===== config.mk =====
export PLATFORM = sky130hd
export DESIGN_NAME = uart_tx_ctrl
export DESIGN_NICKNAME = d
export VERILOG_FILES = /design/src/rtl/uart_pkg.sv /design/src/rtl/register.sv /design/src/rtl/uart_baud_tick.sv /design/src/rtl/uart_tx_ctrl.sv
export SDC_FILE = /design/constraint.sdc
export NUM_CORES = 1
export LEC_CHECK = 0
export CAP_MARGIN = 5
export CELL_PAD_IN_SITES_DETAIL_PLACEMENT = 1
export CELL_PAD_IN_SITES_GLOBAL_PLACEMENT = 1
export CORE_UTILIZATION = 43
export DETAILED_ROUTE_END_ITERATION = 7
export PLACE_DENSITY_LB_ADDON = 0.1
export SYNTH_ARGS = -nofsm -noshare
export SYNTH_HDL_FRONTEND = slang
export SYNTH_SLANG_ARGS = --single-unit
export TNS_END_PERCENT = 100

===== constraint.sdc =====
create_clock -name clk -period 2.31 [get_ports clk]
set_input_delay 0.462 -clock clk [delete_from_list [all_inputs] [get_ports clk]]
set_output_delay 0.462 -clock clk [all_outputs]
set_load 0.03 [all_outputs]

===== src/rtl/uart_pkg.sv =====
// Shared types and line levels for the UART transmit path.
// The PARITY state exists only when UART_TX_PARITY_EN is defined.
package uart_pkg;

  typedef enum logic [2:0] {
    IDLE,
    START,
    DATA,
`ifdef UART_TX_PARITY_EN
    PARITY,
`endif
    STOP
  } tx_state_t;

  localparam logic LINE_IDLE = 1'b1;
  localparam logic START_BIT = 1'b0;
  localparam logic STOP_BIT  = 1'b1;

endpackage


===== src/rtl/register.sv =====
// Generic holding register with load enable and synchronous clear.
module register #(
  parameter int unsigned WIDTH = 8
) (
  input  logic             clk,
  input  logic             reset,
  input  logic             enable,
  input  logic             sync_reset,
  input  logic [WIDTH-1:0] d,
  output logic [WIDTH-1:0] q
);

  always_ff @(posedge clk or negedge reset) begin
    if (!reset) begin
      q <= '0;
    end else if (sync_reset) begin
      q <= '0;
    end else if (enable) begin
      q <= d;
    end
  end

endmodule


===== src/rtl/uart_baud_tick.sv =====
// Bit-period counter: counts 0..BAUD_DIV-1 and flags the last cycle of each bit.
module uart_baud_tick #(
  parameter int unsigned BAUD_DIV = 434
) (
  input  logic clk,
  input  logic reset,
  input  logic sync_reset,
  output logic bit_end
);

  localparam int unsigned CntW = $clog2(BAUD_DIV);
  localparam logic [CntW-1:0] CntMax = CntW'(BAUD_DIV - 1);

  logic [CntW-1:0] count_q, count_d;

  assign bit_end = (count_q == CntMax);

  always_comb begin
    count_d = count_q;
    if (sync_reset || bit_end) begin
      count_d = '0;
    end else begin
      count_d = count_q + CntW'(1);
    end
  end

  always_ff @(posedge clk or negedge reset) begin
    if (!reset) begin
      count_q <= '0;
    end else begin
      count_q <= count_d;
    end
  end

endmodule


===== src/rtl/uart_tx_ctrl.sv =====
// UART transmit sequencer: start / data (LSB first) / [parity] / stop, BAUD_DIV clocks per bit.
// Define UART_TX_PARITY_EN to insert an even-parity bit after the data bits.
module uart_tx_ctrl
  import uart_pkg::*;
#(
  parameter int unsigned WORD_LENGTH = 8,
  parameter int unsigned BAUD_DIV    = 434
) (
  input  logic                   clk,
  input  logic                   reset,
  input  logic [WORD_LENGTH-1:0] tx_data,
  input  logic                   tx_start,
  output logic                   tx_busy,
  output logic                   tx_done,
  output logic                   tx_serial
);

  localparam int unsigned IdxW = $clog2(WORD_LENGTH + 1);
  localparam logic [IdxW-1:0] IdxLast = IdxW'(WORD_LENGTH - 1);

  if (BAUD_DIV < 2) begin : gen_bad_baud_div
    $error("uart_tx_ctrl: BAUD_DIV must be at least 2");
  end

  tx_state_t             state_q, state_d;
  logic [IdxW-1:0]       idx_q, idx_d;
  logic                  done_q, done_d;
  logic                  accept;
  logic                  bit_end;
  logic                  baud_sync_reset;
  logic [WORD_LENGTH-1:0] holding;
  logic [WORD_LENGTH-1:0] holding_shifted;

  assign accept = (state_q == IDLE) && tx_start;

  register #(
    .WIDTH(WORD_LENGTH)
  ) u_holding (
    .clk       (clk),
    .reset     (reset),
    .enable    (accept),
    .sync_reset(1'b0),
    .d         (tx_data),
    .q         (holding)
  );

  // Counter is parked in IDLE and restarted on every state change so each bit starts at 0.
  assign baud_sync_reset = (state_q == IDLE) || (state_d != state_q);

  uart_baud_tick #(
    .BAUD_DIV(BAUD_DIV)
  ) u_baud_tick (
    .clk       (clk),
    .reset     (reset),
    .sync_reset(baud_sync_reset),
    .bit_end   (bit_end)
  );

  always_comb begin
    state_d = state_q;
    idx_d   = idx_q;
    done_d  = 1'b0;
    unique case (state_q)
      IDLE: begin
        if (accept) begin
          state_d = START;
        end
      end
      START: begin
        if (bit_end) begin
          state_d = DATA;
        end
      end
      DATA: begin
        if (bit_end) begin
          if (idx_q == IdxLast) begin
            idx_d = '0;
`ifdef UART_TX_PARITY_EN
            state_d = PARITY;
`else
            state_d = STOP;
`endif
          end else begin
            idx_d = idx_q + IdxW'(1);
          end
        end
      end
`ifdef UART_TX_PARITY_EN
      PARITY: begin
        if (bit_end) begin
          state_d = STOP;
        end
      end
`endif
      STOP: begin
        if (bit_end) begin
          state_d = IDLE;
          done_d  = 1'b1;
        end
      end
      default: begin
        state_d = IDLE;
        idx_d   = '0;
      end
    endcase
  end

  assign holding_shifted = holding >> idx_q;

  always_comb begin
    tx_serial = LINE_IDLE;
    unique case (state_q)
      START:   tx_serial = START_BIT;
      DATA:    tx_serial = holding_shifted[0];
`ifdef UART_TX_PARITY_EN
      PARITY:  tx_serial = ^holding;
`endif
      STOP:    tx_serial = STOP_BIT;
      default: tx_serial = LINE_IDLE;
    endcase
  end

  assign tx_busy = (state_q != IDLE);
  assign tx_done = done_q;

  always_ff @(posedge clk or negedge reset) begin
    if (!reset) begin
      state_q <= IDLE;
      idx_q   <= '0;
      done_q  <= 1'b0;
    end else begin
      state_q <= state_d;
      idx_q   <= idx_d;
      done_q  <= done_d;
    end
  end

endmodule


== Word level (Yosys, flattened, before mapping) ==
Cells that the tools add are included.
Storage, ports and cells
  flip-flop bits (word level): 25
  logic and storage cells: 36
  ROM bits: 0
  output and inout bits: 3
  RAM bits: 0
  memories kept: 0
  input bits: 11
  bits in latches: 0
Cells by class
  reductions and logical operators: 7
  shift-type cells: 1
  $lt $le $gt $ge: 0
  bitwise gates (word level): 1
  add/subtract/negate cells: 2
  muxes and demuxes: 13
  divide/modulo/power cells: 0
  multiply operators: 0
  equal/unequal tests: 7
Operators by type and width (count)
  3-bit two-way mux: 5
  3-bit one-hot mux with 4 select lines: 1
  9-bit by 1-bit adder with 9-bit output (second input constant): 1
  9-bit == test (second input constant): 1
  9-bit two-way mux: 1
  4-bit two-way mux: 2
  4-bit one-hot mux with 2 select lines: 1
  8-bit by 4-bit >> shifter with 1-bit output: 1
  3-bit by 2-bit == test with 1-bit output (second input constant): 2
  4-bit by 1-bit adder with 4-bit output (second input constant): 1
  4-bit by 3-bit == test with 1-bit output (second input constant): 1
  3-bit by 1-bit == test with 1-bit output (second input constant): 1
  3-bit logical NOT: 1
  3-bit inequality test: 1
  3-bit nonzero test: 1
  3-bit OR reduction: 1
  1-bit logical OR: 2
  1-bit two-way mux: 2
  2-bit by 1-bit inequality test with 1-bit output (second input constant): 1
  1-bit one-hot mux with 2 select lines: 1
  2-bit AND reduction: 1
  1-bit logical AND: 1
  1-bit inverter: 1

== Depth between registers and ports, before layout ==
  word-level depth: 8
  mapped depth: 7
  depth with buffers taken out: 6

== Modules after synthesis ==
A second synthesis with hierarchy kept.
Second synthesis, totals
  cells, all modules: 126
  area, all modules: 1322.5 sq um
Modules (own cells, without submodules)
  uart_tx_ctrl: cells an instance 52, area an instance 503.0 sq um, sequential area each 200.2 sq um, instances 1
  uart_baud_tick: cells an instance 48, area an instance 494.2 sq um, sequential area each 225.2 sq um, instances 1
  register: cells an instance 26, area an instance 325.3 sq um, sequential area each 200.2 sq um, instances 1

== Worst setup path before layout ==
No wires, ideal clock.
  path kind: flip-flop to output port
  start point: reg idx_q[1]
  end point: out tx_serial
  data required time: 1848 ps
  data arrival time: 1410 ps
  path slack: 438 ps
  cell stages (with the launch flop): 6
  cell sequence: dfrtp_1 > clkbuf_1 > mux2i_1 > nand3b_1 > nand4_1 > a31oi_1
On the way
  word-level cells in the longest chain between the ends: 2
Ends and longest elaborated chain
  from (decl): line uart_tx_ctrl.sv:26  | logic [IdxW-1:0] idx_q, idx_d;
  from (signal assigned): line uart_tx_ctrl.sv:133  | idx_q <= idx_d;
  8-bit by 4-bit >> shifter with 1-bit output: line uart_tx_ctrl.sv:108  | assign holding_shifted = holding >> idx_q;
  1-bit one-hot mux with 2 select lines: line uart_tx_ctrl.sv:112  | unique case (state_q)
  to (decl): line uart_tx_ctrl.sv:15  | output logic tx_serial
Every way passes these cells.

== Worst setup path after layout ==
  start point: reg state_q[1]
  end point: out tx_busy
On the way
  word-level cells in the longest chain between the ends: 1
Ends and longest elaborated chain
  from (decl): line uart_tx_ctrl.sv:25  | tx_state_t state_q, state_d;
  from (signal assigned): line uart_tx_ctrl.sv:132  | state_q <= state_d;
  3-bit nonzero test: line uart_tx_ctrl.sv:123  | assign tx_busy = (state_q != IDLE);
  to (decl): line uart_tx_ctrl.sv:13  | output logic tx_busy,
Every way passes these cells.

==> run metrics <==
outcome=complete, no violations; diode count=0; WL met3=56 µm; Hold Crit Class=input port to asynchronous set/reset pin; Post CTS Setup Buffer Count=0; initial antenna violation count=0; RePlAce Congestion=0.762; reg2reg path depth=5; Arrival @ worst endpoint=1710 ps; DRT iter0 DRCs=21; flop2flop setup slack=500 ps; # IOs=14; number of global-route vias before repair=912; Max Fclk=460 MHz; CP required=1850 ps; Final min period=2180 ps; wire length on met2=1110 µm; largest net degree at the start of global routing=26; Max Slew Vio Count=0; Final setup viols=0; leakage=0.000595 µW; Startpoint Class=flop; Post-Syn Instances=114; Final nets=145; Std-Cell Rows=19; reg2reg end=u_baud_tick.count_q[2]; FF-to-FF Start=u_baud_tick.count_q[0]; CTS root buf=clkbuf_4; clock sink total=25; core area=2730 µm²; post-synth net total=128; Critical Path End Type=output port; WS Path Type=flop to output port; top routing layer in use=met4; # DRC=0; Mapped Area=1230 µm²; final core occ=51.9%; CTS tree=built; gr ovfl total=0; Worst-Skew Late Latency=310 ps; Top delay family on crit path=buffers and inverters; TritonCTS Buffers=3; HPWL after DPL=1760 µm; die area=3070 µm²; share of post-route cells with drive strength above 1=16.2%; Reg clk slew, reported paths=130 ps; Yosys cell types=31; Mean Syn Cell Area=10.8 µm²; crit-path cells=buf_4 > nor2_2 > nand2_1 > clkdlybuf4s50_1; wl on met1=1200 µm; drt via density=5.32; max cap viols=0; VDD IR max=398 µV; Max stage delay on crit path=580 ps; FF+latch count, synth=25; fill count=314; crit-path max FO=6; Bufs and invs on worst path=2; Tcrit/Tclk final=94.2%; Die Y-Extent=55.4 µm; clk buf depth=2; global-route wire length before repair=4260 µm; Crit-path slowest cell=clkdlybuf4s50_1; setup_tns=0 ps; final WL=2390 µm; Power Density=546 nW/µm²; Die X=55.4 µm; Fin. Hold Viols=0; area grow syn2layout=15.7%; DRT Pass-1 Iters=4; H-tree depth=1; GRT Overall Usage=17.8%; routed via count=857; YS warnings=0; RSZ-0062 raised after global routing=false; initial core utilization=44.9%; CTS Hold Bufs=0; WL per Instance=14.8 µm; ANT nets after route=0; IO Port Bufs=13; clk_skew=2.20 ps; sequential fraction of the synthesis area=51.0%
-- power breakdown --
group | internal [µW] | switching [µW]
Sequential | 468 | 19.0
Combinational | 53.4 | 40.4
Clock | 64.8 | 130
Total | 586 | 189
-- through the flow --
step | setup WS (ps) | instance area [µm²] | std cells | total power (µW) | hold slack [ps]
floorplan | 438 | 1230 | 114 | 546 | 166
global placement | 148 | 1390 | 157 | 587 | 496
detailed placement | 140 | 1390 | 157 | 591 | 500
CTS | 36.4 | 1420 | 161 | 786 | 499
global route | 16.2 | 1420 | 161 | 810 | 529
finish | 134 | 1420 | 161 | 775 | 498
-- area by class of cell --
class	count	area (µm²)	share of cell area, %
clock buffer	3	22.5	1.59
clock inverter	1	5.00	0.353
inverter	3	11.3	0.794
multi-input combinational	82	567	39.9
sequential	25	627	44.2
tap	31	38.8	2.73
timing repair buffer	16	148	10.4
-- kinds of logic (layout without fill, tap and decap cells) --
family / Yosys count / in the layout / share of synthesized area [%]
mux: 12 / 12 / 10.6
flops: 25 / 25 / 51.0
other cells: 1 / 1 / 0.306
buf+inv: 7 / 23 / 2.96
fa+ha+maj: 3 / 3 / 3.06
compound gates: 7 / 7 / 3.78
simple gates: 50 / 50 / 21.8
xor+xnor: 9 / 9 / 6.43
-- how the worst max path moves through the flow --
stage | from | endpoint | slack (ps) | cells after the start
after floorplan | idx_q[1] | tx_serial | 440 | 5
after global placement | idx_q[1] | tx_serial | 150 | 5
after detailed placement | idx_q[1] | tx_serial | 140 | 5
after CTS | state_q[1] | tx_busy | 40 | 4
after global routing | state_q[1] | tx_busy | 20 | 4
final | state_q[1] | tx_busy | 130 | 4
-- synth_stat cells --
master	number	area, µm²
a21oi_1	3	15.0
a311o_1	1	10.0
a31oi_1	1	6.26
and2_4	1	8.76
and2b_1	1	7.51
and3_1	2	12.5
and3_2	1	7.51
and4b_1	1	10.0
and4bb_4	1	16.3
buf_2	2	10.0
buf_6	1	11.3
clkbuf_1	1	3.75
conb_1	1	3.75
dfrtp_1	25	626
ha_1	3	37.5
inv_1	3	11.3
mux2_2	8	90.1
mux2i_1	4	40.0
nand2_1	6	22.5
nand3_1	8	40.0
nand3b_1	2	15.0
nand4_1	3	18.8
nor2_1	16	60.1
nor2b_1	2	12.5
nor3_1	2	10.0
nor3b_1	1	7.51
o211ai_1	1	7.51
o31ai_1	1	7.51
or3_1	3	18.8
xnor2_1	5	43.8
xor2_1	4	35.0
-- flip-flops by register name, summed over array words and instances (netlist names) --
| name | count |
|---|---|
| u_baud_tick.count_q | 9 |
| u_holding.q | 8 |
| idx_q | 4 |
| state_q | 3 |
| tx_done | 1 |
-- layer usage --
layer / up-vias / track usage (%)
li1: 424 / -
met1: 421 / 24.1
met2: 10 / 28.7
met3: 2 / 3.28
met4: 0 / 6.43
met5: - / 0
-- cells in the final DEF (no fill, tap or decap), drive strengths merged, types with 2 or more instances in the layout --
cell	synthesis	final
ha	3	3
buf	3	3
nand2	6	6
nand3b	2	2
mux2i	4	4
dfrtp	25	25
clkbuf	1	4
mux2	8	8
clkdlybuf4s50	0	12
nor3	2	2
nor2	16	16
nand4	3	3
a21oi	3	3
and3	3	3
xnor2	5	5
nor2b	2	2
inv	3	3
xor2	4	4
nand3	8	8
or3	3	3
-- timing repair --
action                                  in CTS  in global routing
gates resized for setup                      1                  5
gates cloned                                 0                  0
endpoints found under the setup margin       1                  2
(Power assumes the default switching activity.)
